**src/rtl/piso_pkg.sv**
```systemverilog
// Shared definitions for the PISO serializer.
//   state_t        : FSM states (IDLE, SHIFT)
//   DEFAULT_WIDTH  : default data bits per frame
//   FRAME_LEN()    : serial bits per frame for a given data width.
//                    With PISO_PARITY_EN defined, this adds one trailing even-parity bit.
package piso_pkg;

  typedef enum logic {
    IDLE  = 1'b0,
    SHIFT = 1'b1
  } state_t;

  localparam int DEFAULT_WIDTH = 4;

  function automatic int FRAME_LEN(input int width);
`ifdef PISO_PARITY_EN
    return width + 1;
`else
    return width;
`endif
  endfunction

endpackage

```
**src/rtl/piso_bit_counter.sv**
```systemverilog
// Bit-position counter for one serial frame.
// The counter either loads zero or increments, and it saturates at FRAME-1.
// Ports:
//   clk    in   clock
//   reset  in   synchronous, active-low reset; forces count to 0
//   clear  in   load zero (a new frame starts or the frame ends)
//   inc    in   advance to the next bit position; ignored at terminal count
//   count  out  current bit position, 0..FRAME-1
//   tc     out  count == FRAME-1 (the final bit of the frame)
module piso_bit_counter #(
  parameter int FRAME = 4
) (
  input  logic                     clk,
  input  logic                     reset,
  input  logic                     clear,
  input  logic                     inc,
  output logic [$clog2(FRAME)-1:0] count,
  output logic                     tc
);

  localparam int CW = $clog2(FRAME);
  localparam logic [CW-1:0] LAST = CW'(FRAME - 1);

  always_ff @(posedge clk) begin
    if (!reset) begin
      count <= '0;
    end else if (clear) begin
      count <= '0;
    end else if (inc && !tc) begin
      count <= count + 1'b1;
    end
  end

  assign tc = (count == LAST);

endmodule

```
**src/rtl/piso_serializer.sv**
```systemverilog
// Parallel-in / serial-out transmitter.
// The block accepts a WIDTH-bit word over a valid/ready port and sends it out LSB first,
// one bit per clk. Each bit comes with a valid strobe, and the final bit of the frame
// also carries an end-of-frame marker.
// When a new word is accepted during the last-bit cycle, the next frame follows with no gap.
// Build option: define PISO_PARITY_EN to append one even-parity bit after the data bits.
// With the option defined, ser_last moves to that parity bit.
// Ports:
//   clk        in   clock
//   reset      in   synchronous, active-low reset (aborts any frame in flight)
//   load_valid in   upstream presents a word
//   load_data  in   word to transmit; sampled only on accept
//   load_ready out  word can be accepted this cycle
//   ser_out    out  serial data bit (registered)
//   ser_valid  out  ser_out carries a frame bit
//   ser_last   out  current bit is the final bit of the frame
//   busy       out  frame in progress
//
// state | meaning
// IDLE  | no frame on the line; outputs quiet, ready for a word
// SHIFT | frame bits on ser_out; a new word is accepted only on the last bit
import piso_pkg::*;

module piso_serializer #(
  parameter int WIDTH = DEFAULT_WIDTH
) (
  input  logic             clk,
  input  logic             reset,
  input  logic             load_valid,
  input  logic [WIDTH-1:0] load_data,
  output logic             load_ready,
  output logic             ser_out,
  output logic             ser_valid,
  output logic             ser_last,
  output logic             busy
);

  localparam int FRAME = FRAME_LEN(WIDTH);
  localparam int CW    = $clog2(FRAME);

  state_t           state, state_next;
  logic [WIDTH-1:0] shift_q;
  logic [CW-1:0]    count;
  logic             tc;
  logic             accept;
  logic             next_bit;
  logic             cnt_clear, cnt_inc;
  logic             ser_out_next, ser_valid_next;

  piso_bit_counter #(.FRAME(FRAME)) u_bit_counter (
    .clk   (clk),
    .reset (reset),
    .clear (cnt_clear),
    .inc   (cnt_inc),
    .count (count),
    .tc    (tc)
  );

  // The count is meaningful only while bits are on the line.
  assign ser_last   = ser_valid && tc;
  assign load_ready = reset && ((state == IDLE) || ser_last);
  assign accept     = load_valid && load_ready;
  assign busy       = (state != IDLE);

`ifdef PISO_PARITY_EN
  logic parity_q;

  always_ff @(posedge clk) begin
    if (!reset) begin
      parity_q <= 1'b0;
    end else if (accept) begin
      parity_q <= ^load_data;
    end
  end

  // After data bit WIDTH-1, the next bit on the line is the parity bit.
  assign next_bit = (count == CW'(WIDTH - 1)) ? parity_q : shift_q[0];
`else
  assign next_bit = shift_q[0];
`endif

  always_comb begin
    state_next   = state;
    cnt_clear    = 1'b0;
    cnt_inc      = 1'b0;
    ser_out_next = 1'b0;
    case (state)
      IDLE: begin
        if (accept) begin
          state_next   = SHIFT;
          cnt_clear    = 1'b1;
          ser_out_next = load_data[0];
        end
      end
      SHIFT: begin
        if (accept) begin
          // Accept happens only on the last bit, so the next frame starts with no gap.
          cnt_clear    = 1'b1;
          ser_out_next = load_data[0];
        end else if (ser_last) begin
          state_next = IDLE;
          cnt_clear  = 1'b1;
        end else begin
          cnt_inc      = 1'b1;
          ser_out_next = next_bit;
        end
      end
      default: state_next = IDLE;
    endcase
    ser_valid_next = (state_next == SHIFT);
  end

  always_ff @(posedge clk) begin
    if (!reset) begin
      state <= IDLE;
    end else begin
      state <= state_next;
    end
  end

  // Bit 0 goes straight to ser_out on accept.
  // The shift register therefore holds the bits that are still to be sent.
  always_ff @(posedge clk) begin
    if (!reset) begin
      shift_q <= '0;
    end else if (accept) begin
      shift_q <= load_data >> 1;
    end else if (cnt_inc) begin
      shift_q <= shift_q >> 1;
    end
  end

  always_ff @(posedge clk) begin
    if (!reset) begin
      ser_out   <= 1'b0;
      ser_valid <= 1'b0;
    end else begin
      ser_out   <= ser_out_next;
      ser_valid <= ser_valid_next;
    end
  end

endmodule

```
**config.mk**
```make
export PLATFORM = sky130hd
export DESIGN_NAME = piso_serializer
export DESIGN_NICKNAME = d
export VERILOG_FILES = /design/src/rtl/piso_pkg.sv /design/src/rtl/piso_bit_counter.sv /design/src/rtl/piso_serializer.sv
export SDC_FILE = /design/constraint.sdc
export NUM_CORES = 1
export LEC_CHECK = 0
export BUFFER_PORTS_ARGS = -buffer_cell sky130_fd_sc_hd__buf_2
export CAP_MARGIN = 20
export CORE_AREA = 2 2 39 41
export DETAILED_ROUTE_END_ITERATION = 7
export DIE_AREA = 0 0 41 43
export GPL_TIMING_DRIVEN = 1
export PLACE_DENSITY = 0.44
export SYNTH_ARGS = -nofsm -noshare
export SYNTH_HDL_FRONTEND = slang
export SYNTH_SLANG_ARGS = --single-unit
```
**constraint.sdc**
```tcl
create_clock -name clk -period 1.21 [get_ports clk]
set_clock_uncertainty 0.1 [all_clocks]
set_input_delay 0.0605 -clock clk [delete_from_list [all_inputs] [get_ports clk]]
set_output_delay 0.0605 -clock clk [all_outputs]
set_load 0.1 [all_outputs]
```
==> run summary, run 1 <==
cell taking the most area after synthesis = dfxtp_1
share of cells above drive strength 1 = 0.5000
Synth top area share = 0.4392
Pre-antenna DRT Iters = 1
power share of the sequential group = 0.408
final count of pins violating max slew = 0
syn nets = 40
final hold vios = 0
total CTS buffers = 3
number of DRC markers in iteration 0 = 0
Initial Util = 0.2306
slew margin rel. = 0.6782
initial antenna violation count = 0
WL final = 746 um
area of the multi-input gates = 186.4 sq um
Hold Slack = 0.01022 ns
clock share of power = 0.319
uppermost layer routed = met4
Critical Path RT = 1.05 ns
Int Pwr = 447.2 uW
die span in x = 41 um
synthesized area = 319.1 sq um
Synth Warn # = 0
Crit-path slowest cell = dfxtp_2
RSZ-0062 raised after global routing = yes
WP data arrival = 1.18 ns
Peak Freq = 745.1 MHz
CP top delay family = flip-flops
post-route ant nets = 0
DIE AREA = 1763 sq um
status = complete, but fails checks
Vias per Instance = 4.191
WL/cell = 10.97 um
CTS tree = yes
failing checks = negative setup slack
Seq cells post-synth = 7
CTS Buffer Depth = 2
register area share after synthesis = 0.4392
Post-route DRC = 0
NetSw = 196.4 uW
Power Total = 643.6 uW
row count = 14
switch share = 0.3051
Peak VDD IR = 435.8 uV
H-tree depth = 1
Worst Setup Start Kind = flip-flop
final worst path period share = 1.109
global-route wire length before repair = 1.276 mm
Worst Path Buf+Inv = 1
clock sink total = 7
Final Critical Period = 1.342 ns
pwr dens = 1161 nW/um^2
clk slew on worst S/H paths = 0.05 ns
Post-Route M1 WL = 273 um
HPWL Detailed = 480.1 um
CTS root buffer = clkbuf_4
Placer Congestion = 0.6293
io pins = 12
metal3 WL = 35 um
Synth Area per Inst = 9.971 sq um
area grow syn2layout = 73.73%
GRT Util Overall = 0.1160
Comb power frac = 0.274
Filler Cell Count = 150
endpoint type of the worst setup path = output port
grt total ovfl = 0
Layout Utilization = 0.4005
Max-Cap Viols = 0
worst path cell trace = ha_4 > nand2b_4 > and2_4 > buf_12
Crit path largest cell delay = 0.33 ns
nets = 61
critical path peak fanout = 3
Setup Viol. Count Final = 3
Min-Delay Path Class = input port to flip-flop
core box area = 1384 sq um
final worst setup slack = -0.1321 ns
ant diodes = 0
Synth area leaders = dfxtp_1, mux2i_1, o21a_1, and2_1, ha_1
vias in the first global route = 291
Slew @ Worst Pin = 0.4861 ns
Worst-Skew Late Latency = 0.24 ns
Yosys cell types = 19
Die H = 43 um
register area = 146.4 sq um
Vias = 285
Post-Synthesis Cells = 32
P_leak = 0.0002377 uW
TNS Setup = -0.1730 ns
largest net degree at the start of global routing = 9
I/O Buffers = 11
metal2 WL = 428 um
critical path class = flip-flop to output port
-- timing repair --
item,in CTS,in global routing
gates resized for setup,0,4
hold endpoints to repair,3,1
pin swaps,1,1
gates cloned,0,0
setup buffers,3,1
setup endpoints to repair,2,6
hold buffers,2,1
-- area by class of cell --
class,count,share of cell area
Timing Repair Buffer,18,0.3160
Tap cell,16,0.03612
Multi-Input combinational cell,23,0.3363
Clock buffer,4,0.04740
Sequential cell,7,0.2641
-- Yosys cell counts --
cell type and count:
dfxtp_1 7, mux2i_1 3, a21oi_1 2, and2_1 2, nor2b_1 2, o21a_1 2
o21ai_0 2, a21boi_0 1, a21boi_1 1, buf_4 1, buf_6 1, ha_1 1
nand2_1 1, nand2b_1 1, nand3_1 1, nand3b_1 1, nor2_1 1, nor3b_1 1
or3b_1 1
-- worst min-delay path: stages --
cell	delay, ns
buf_2	0.13
o21ai_1	0.07
a21oi_1	0.04
-- placed cells by master (no fill, tap or decap), drive strengths merged, types with 2 or more instances in the layout --
| cell | count |
|---|---|
| buf | 15 |
| dfxtp | 7 |
| clkbuf | 4 |
| mux2i | 3 |
| dlygate4sd3 | 3 |
| o21ai | 2 |
| a21oi | 2 |
| a21boi | 2 |
| o21a | 2 |
| and2 | 2 |
| nor2b | 2 |
-- registers in the layout, indices dropped and copies added (netlist names) --
signal	count
ser_out	1
ser_valid	1
shift_q	3
u_bit_counter.count	2
-- layer usage --
layer  global-route usage  up-vias
met5                    0        -
met1               0.1275      124
met4               0.1200        0
met3              0.01571        2
met2               0.1719        7
li1                     -      152
-- kinds of logic after synthesis --
family / synth area share
simple gates: 0.2117
fa+ha+maj: 0.03921
flops: 0.4392
mux: 0.09412
compound gates: 0.1569
buf+inv: 0.05883
-- through the flow --
step	worst slack [ns]	cell area [sq um]	std cells
2_1_floorplan	-0.06645	349.1	32
3_3_place_gp	0.08184	465.4	57
3_5_place_dp	0.06639	465.4	57
4_1_cts	-0.1436	534.3	66
5_1_grt	-0.1811	554.3	68
6_report	-0.1321	554.3	68
-- worst paths after layout --
check,cells after the start,slack (ns),end,startpoint
max,4,-0.13,load_ready,u_bit_counter.count[1]$_SDFFE_PP0P_
min,3,0.01,shift_q[1]$_SDFFE_PN0P_,reset
max reg2reg,5,-0.01,shift_q[2]$_SDFFE_PN0P_,u_bit_counter.count[1]$_SDFFE_PP0P_
min reg2reg,2,0.37,ser_out$_SDFF_PN0_,shift_q[0]$_SDFFE_PN0P_
-- power groups by stage --
stage	registers (uW)	logic [uW]	clock network, uW
3_3_place_gp	266	154	0
3_5_place_dp	267	157	0
5_1_grt	264	190	230
2_1_floorplan	292	81.5	0
6_report	262	176	205
4_1_cts	262	170	217
(Power assumes the default switching activity.)
==> run 2: changes to the inputs <==
PLACE_DENSITY = 0.47   (was 0.44)
SLEW_MARGIN = 20   (was unset)
SYNTH_HIERARCHICAL = 1   (was unset)
==> run summary, run 2 <==
CP Capture Point = load_ready
area grow syn2layout = 87.41%
Slew @ Worst Pin = 0.4851 ns (-0.0009927 ns)
worst path cell trace = ha_4 > nand2b_4 > and2_4 > buf_12
endpoint type of the worst setup path = output port
total CTS buffers = 3 (unchanged)
EDFF count, synth = 0 (unchanged)
io pins = 12 (unchanged)
Initial Util = 0.2514 (+0.02080)
most frequent cells in the layout = buf_2, buf_4, mux2i_1, buf_12, dfxtp_1
register area share after synthesis = 0.4029 (-0.03634)
async set-or-reset flop fraction in the synthesized netlist = 0 (unchanged)
most common cell after layout, fill and taps aside = buf_2
cell with the most instances after synthesis = dfxtp_1
area of the multi-input gates = 237.7 sq um (+28%)
Vias per Instance = 4.257 (+1.6%)
Worst-Skew Late Latency = 0.26 ns (+0.02 ns)
Post-Synthesis Cells = 34 (+6.3%)
number of DRC markers in iteration 0 = 4 (+4)
Largest regs = shift_q x3, u_bit_counter/count x2
syn nets = 42 (+5.0%)
worst r2r path cells = 6 (+1)
grt total ovfl = 0 (unchanged)
final count of pins violating max slew = 0 (unchanged)
clock sink total = 7 (unchanged)
global-route wire length before repair = 1.276 mm (unchanged)
failing checks = negative setup slack
vias in the first global route = 317 (+8.9%)
HPWL Detailed = 520 um (+8.3%)
GRT Util Overall = 0.1178 (+0.001780)
WL/cell = 10.84 um (-1.2%)
WP data arrival = 1.22 ns (+0.04 ns)
die span in x = 41 um (unchanged)
final worst setup slack = -0.1710 ns (-0.03895 ns)
Crit path largest cell delay = 0.35 ns (+0.02 ns)
synthesized area = 347.8 sq um (+9.0%)
post-place setup slack = -0.09339 ns (-0.1598 ns)
Pre-antenna DRT Iters = 4 (+3)
Filler Cell Count = 138 (-8.0%)
synth cell count leaders = dfxtp_1, mux2i_1
Critical Path RT = 1.05 ns (about the same)
status = complete, but fails checks
Placer Congestion = 0.6533 (+3.8%)
cell taking the most area after synthesis = dfxtp_1
Power Total = 718.6 uW (+12%)
Die H = 43 um (unchanged)
Post-route DRC = 0 (unchanged)
P_leak = 0.0002961 uW (+25%)
row count = 14 (unchanged)
internal reg-to-reg setup slack = -0.13 ns (-0.12 ns)
Max-Cap Viols = 0 (unchanged)
Peak Freq = 724.1 MHz (-2.8%)
largest net degree at the start of global routing = 8 (-1)
Seq cells post-synth = 7 (unchanged)
placed instance count = 66 (+16%)
reg2reg end = u_bit_counter/count[1]$_SDFFE_PP0P_
core box area = 1384 sq um (unchanged)
Synth Warn # = 6 (+6)
CTS Buffer Depth = 2 (unchanged)
Yosys cell types = 20 (+1)
Synth Area per Inst = 10.23 sq um (+2.6%)
Min-Delay Path Class = input port to flip-flop
share of cells above drive strength 1 = 0.6897 (+0.1897)
Top reg by flops = shift_q
pwr dens = 1102 nW/um^2 (-5.1%)
max reg flops = 3 (unchanged)
Vias = 315 (+11%)
ant diodes = 0 (unchanged)
nets = 67 (+9.8%)
post-route ant nets = 0 (unchanged)
Setup Viol. Count Final = 7 (+4)
H-tree depth = 1 (unchanged)
clk slew on worst S/H paths = 0.06 ns (about the same)
FF-to-FF Start = u_bit_counter/count[0]$_SDFFE_PP0P_
Crit-path slowest cell = dfxtp_2
CTS root buffer = clkbuf_4
final worst path period share = 1.141 (+0.03219)
Finished Layout Cells = 74 (+8.8%)
Synth top area share = 0.4029 (-0.03634)
final hold vios = 0 (unchanged)
Synth area leaders = dfxtp_1, mux2i_1, nor2b_4, buf_4, nand2b_4
Peak VDD IR = 491.5 uV (+13%)
WL final = 802 um (+7.5%)
register area = 146.4 sq um (unchanged)
initial antenna violation count = 0 (unchanged)
CTS tree = yes
Main synth FF type = dfxtp_1
Worst Setup Start Kind = flip-flop
critical path peak fanout = 3 (unchanged)
DIE AREA = 1763 sq um (unchanged)
Layout Utilization = 0.4711 (+0.07053)
Final Critical Period = 1.381 ns (+0.03895 ns)
slew margin rel. = 0.6788 (about the same)
I/O Buffers = 11 (unchanged)
critical path class = flip-flop to output port
RSZ-0062 raised after global routing = yes
Setup crit start = u_bit_counter/count[0]$_SDFFE_PP0P_
-- run 2: per-stage QoR --
step | hold WS (ns) | cell area [sq um] | setup TNS [ns]
2_1_floorplan | 0.07721 | 371.6 | -0.6198
3_3_place_gp | 0.2225 | 544.3 | -0.1114
5_1_grt | 0.001662 | 651.9 | -0.8091
6_report | 0.002760 | 651.9 | -0.5097
4_1_cts | 0.004215 | 635.6 | -0.5898
3_5_place_dp | 0.2268 | 544.3 | -0.1320
-- run 2: power breakdown --
group          switching [uW]  total [uW]  leakage, uW  internal (uW)
clock                     100         222    0.0000177            122
combinational             123         232     0.000219            109
sequential               16.5         265    0.0000591            248
total                     240         719     0.000296            479
-- run 2: area by class of cell --
class                           count  area share
Clock buffer                        3     0.03455
Clock inverter                      1    0.007678
Inverter                            2     0.01152
Multi-Input combinational cell     23      0.3647
Sequential cell                     7      0.2246
Tap cell                           16     0.03071
Timing Repair Buffer               22      0.3263
-- run 2: cells by family after synthesis --
| logic type | count (synthesis) | synth area share |
|---|---|---|
| fa+ha+maj | 1 | 0.03597 |
| xor+xnor | 1 | 0.02518 |
| mux | 4 | 0.1151 |
| flops | 7 | 0.4029 |
| compound gates | 7 | 0.1259 |
| simple gates | 10 | 0.2302 |
| buf+inv | 4 | 0.06471 |
-- run 2: how the worst min path moves through the flow --
stage | slack [ns] | cells past startpoint | end | startpoint
2_1_floorplan | 0.08 | 1 | ser_valid$_SDFF_PN0_ | reset
3_3_place_gp | 0.22 | 3 | ser_out$_SDFF_PN0_ | load_data[0]
3_5_place_dp | 0.23 | 3 | ser_out$_SDFF_PN0_ | load_data[0]
4_1_cts | 0.004 | 3 | shift_q[2]$_SDFFE_PN0P_ | load_data[3]
5_1_grt | 0.002 | 3 | shift_q[2]$_SDFFE_PN0P_ | load_data[3]
6_report | 0.003 | 3 | shift_q[1]$_SDFFE_PN0P_ | load_data[2]
-- run 2: critical path, delay by kind of cell (launching register included) --
family / cells / cell delay (ns)
DFF: 1 / 0.35
and+or+nand+nor: 2 / 0.29
buffers and inverters: 1 / 0.17
adders and majority gates: 1 / 0.15
-- run 2: layer usage --
| layer | routed length, um | vias to the layer above | GRT usage |
|---|---|---|---|
| li1 | - | 161 | - |
| met1 | 331 | 141 | 0.1299 |
| met2 | 408 | 11 | 0.1656 |
| met3 | 50 | 2 | 0.03141 |
| met4 | 11 | 0 | 0.1200 |
| met5 | 0 | - | 0 |
-- run 2: what timing repair did --
item                                   in CTS  in global routing
hold buffers                                3                  0
resized for setup                           6                  6
setup endpoints to repair                   5                  7
buffers inserted                            1                  0
gates cloned                                0                  0
pin swaps                                   2                  0
endpoints found under the hold margin       3                  0
==> run 3: changes to the inputs <==
SETUP_SLACK_MARGIN = 0.05   (was unset)
==> run summary, run 3 (synthesis results as in run 2) <==
Critical Path RT = 1.05 ns (about the same)
row count = 14 (unchanged)
global-route wire length before repair = 1.276 mm (unchanged)
failing checks = negative setup slack
Slew @ Worst Pin = 0.3013 ns (-0.1839 ns)
Die H = 43 um (unchanged)
metal3 WL = 48 um (-4.0%)
Post-route DRC = 0 (unchanged)
metal2 WL = 404 um (-0.98%)
Worst-Skew Late Latency = 0.26 ns (about the same)
WL final = 800 um (-0.25%)
Setup Viol. Count Final = 7 (unchanged)
vias in the first global route = 317 (unchanged)
H-tree depth = 1 (unchanged)
clk slew on worst S/H paths = 0.06 ns (about the same)
clock sink total = 7 (unchanged)
final worst setup slack = -0.1710 ns (+0.00003800 ns)
initial antenna violation count = 0 (unchanged)
die span in x = 41 um (unchanged)
Crit-path slowest cell = dfxtp_2
Largest regs = shift_q x3, u_bit_counter/count x2
critical path class = flip-flop to output port
endpoint type of the worst setup path = output port
P_leak = 0.0002957 uW (-0.14%)
final hold vios = 0 (unchanged)
io pins = 12 (unchanged)
pwr dens = 1099 nW/um^2 (-0.28%)
Peak VDD IR = 491.6 uV (about the same)
Finished Layout Cells = 74 (unchanged)
Vias per Instance = 4.257 (unchanged)
Power Total = 719.3 uW (about the same)
Worst Setup Start Kind = flip-flop
critical path peak fanout = 3 (unchanged)
Post-Route M1 WL = 335 um (+1.2%)
Crit path largest cell delay = 0.35 ns (about the same)
CTS root buffer = clkbuf_4
GRT Util Overall = 0.1178 (unchanged)
Layout Utilization = 0.4729 (+0.001808)
HPWL Detailed = 520 um (unchanged)
largest net degree at the start of global routing = 8 (unchanged)
status = complete, but fails checks
Pre-antenna DRT Iters = 4 (unchanged)
final count of pins violating max slew = 0 (unchanged)
total CTS buffers = 3 (unchanged)
Final Critical Period = 1.381 ns (-0.00003800 ns)
area grow syn2layout = 88.13%
Placer Congestion = 0.6533 (unchanged)
Max-Cap Viols = 0 (unchanged)
Worst Path Buf+Inv = 1 (unchanged)
nets = 67 (unchanged)
placed instance count = 66 (unchanged)
RSZ-0062 raised after global routing = yes
I/O Buffers = 11 (unchanged)
uppermost layer routed = met4
CTS tree = yes
worst path cell trace = ha_4 > nand2b_4 > and2_4 > buf_12
max reg flops = 3 (unchanged)
Min-Delay Path Class = input port to flip-flop
number of DRC markers in iteration 0 = 4 (unchanged)
CTS Buffer Depth = 2 (unchanged)
WP data arrival = 1.22 ns (about the same)
Top reg by flops = shift_q
Peak Freq = 724.1 MHz (about the same)
post-route ant nets = 0 (unchanged)
Initial Util = 0.2514 (unchanged)
final worst path period share = 1.141 (about the same)
DIE AREA = 1763 sq um (unchanged)
core box area = 1384 sq um (unchanged)
WL/cell = 10.81 um (-0.25%)
grt total ovfl = 0 (unchanged)
Vias = 315 (unchanged)
share of cells above drive strength 1 = 0.6897 (unchanged)
most frequent cells in the layout = buf_2, buf_4
CP top delay family = flip-flops
ant diodes = 0 (unchanged)
slew margin rel. = 0.8003 (+0.1215)
## run 3: cell types whose count changed in the layout (fill, tap and decap cells not counted)
cell,delta
clkbuf_4,+1
buf_2,-1
## run 3: metrics by stage
stage | instance area (sq um) | setup TNS (ns) | hold slack [ns] | setup slack [ns]
finish | 654.4 | -0.5082 | 0.002735 | -0.1710
detailed placement | 544.3 | -0.1320 | 0.2268 | -0.09339
floorplan | 371.6 | -0.6198 | 0.07721 | -0.2252
global placement | 544.3 | -0.1114 | 0.2225 | -0.08406
global route | 654.4 | -0.8091 | 0.001662 | -0.2217
CTS | 635.6 | -0.5898 | 0.004215 | -0.1634
## run 3: timing repair
action / CTS / global route
buffers inserted: 1 / 0
endpoints found under the setup margin: 8 / 8
hold buffers: 3 / 0
pin swaps: 2 / 0
resized for setup: 6 / 7
hold endpoints to repair: 3 / 0
## run 3: where the power goes
part | total, uW | internal (uW) | switching, uW
Sequential | 265 | 248 | 16.6
Combinational | 232 | 110 | 123
Clock | 222 | 122 | 100
Total | 719 | 480 | 240
## run 3: area by class of cell
cell class                      instances  area [sq um]
Inverter                                2         7.507
Tap cell                               16         20.02
Multi-Input combinational cell         23         237.7
Fill cell                             137         729.5
Clock inverter                          1         5.005
Timing Repair Buffer                   22         215.2
Sequential cell                         7         146.4
Clock buffer                            3         22.52
## run 3: layer usage
metal,vias to the layer above,track usage
li1,161,-
met1,141,0.1299
met2,11,0.1656
met3,2,0.03141
met4,0,0.1200
met5,-,0
## run 3: worst register-to-register path: cells and delay by family, from the launching register on
family                     cells  cell delay (ns)
DFF                            1             0.33
and+or+nand+nor                3             0.37
adders and majority gates      1             0.16
muxes                          1             0.21
buffers and inverters          1             0.05
## run 3: path summary, 6_finish.rpt
path         slack (ns)                                   to                                start  depth (start not counted)
max               -0.17                           load_ready  u_bit_counter/count[0]$_SDFFE_PP0P_                          4
min               0.003              shift_q[1]$_SDFFE_PN0P_                         load_data[2]                          3
max reg2reg       -0.13  u_bit_counter/count[1]$_SDFFE_PP0P_  u_bit_counter/count[0]$_SDFFE_PP0P_                          6
min reg2reg        0.35                   ser_out$_SDFF_PN0_              shift_q[0]$_SDFFE_PN0P_                          2
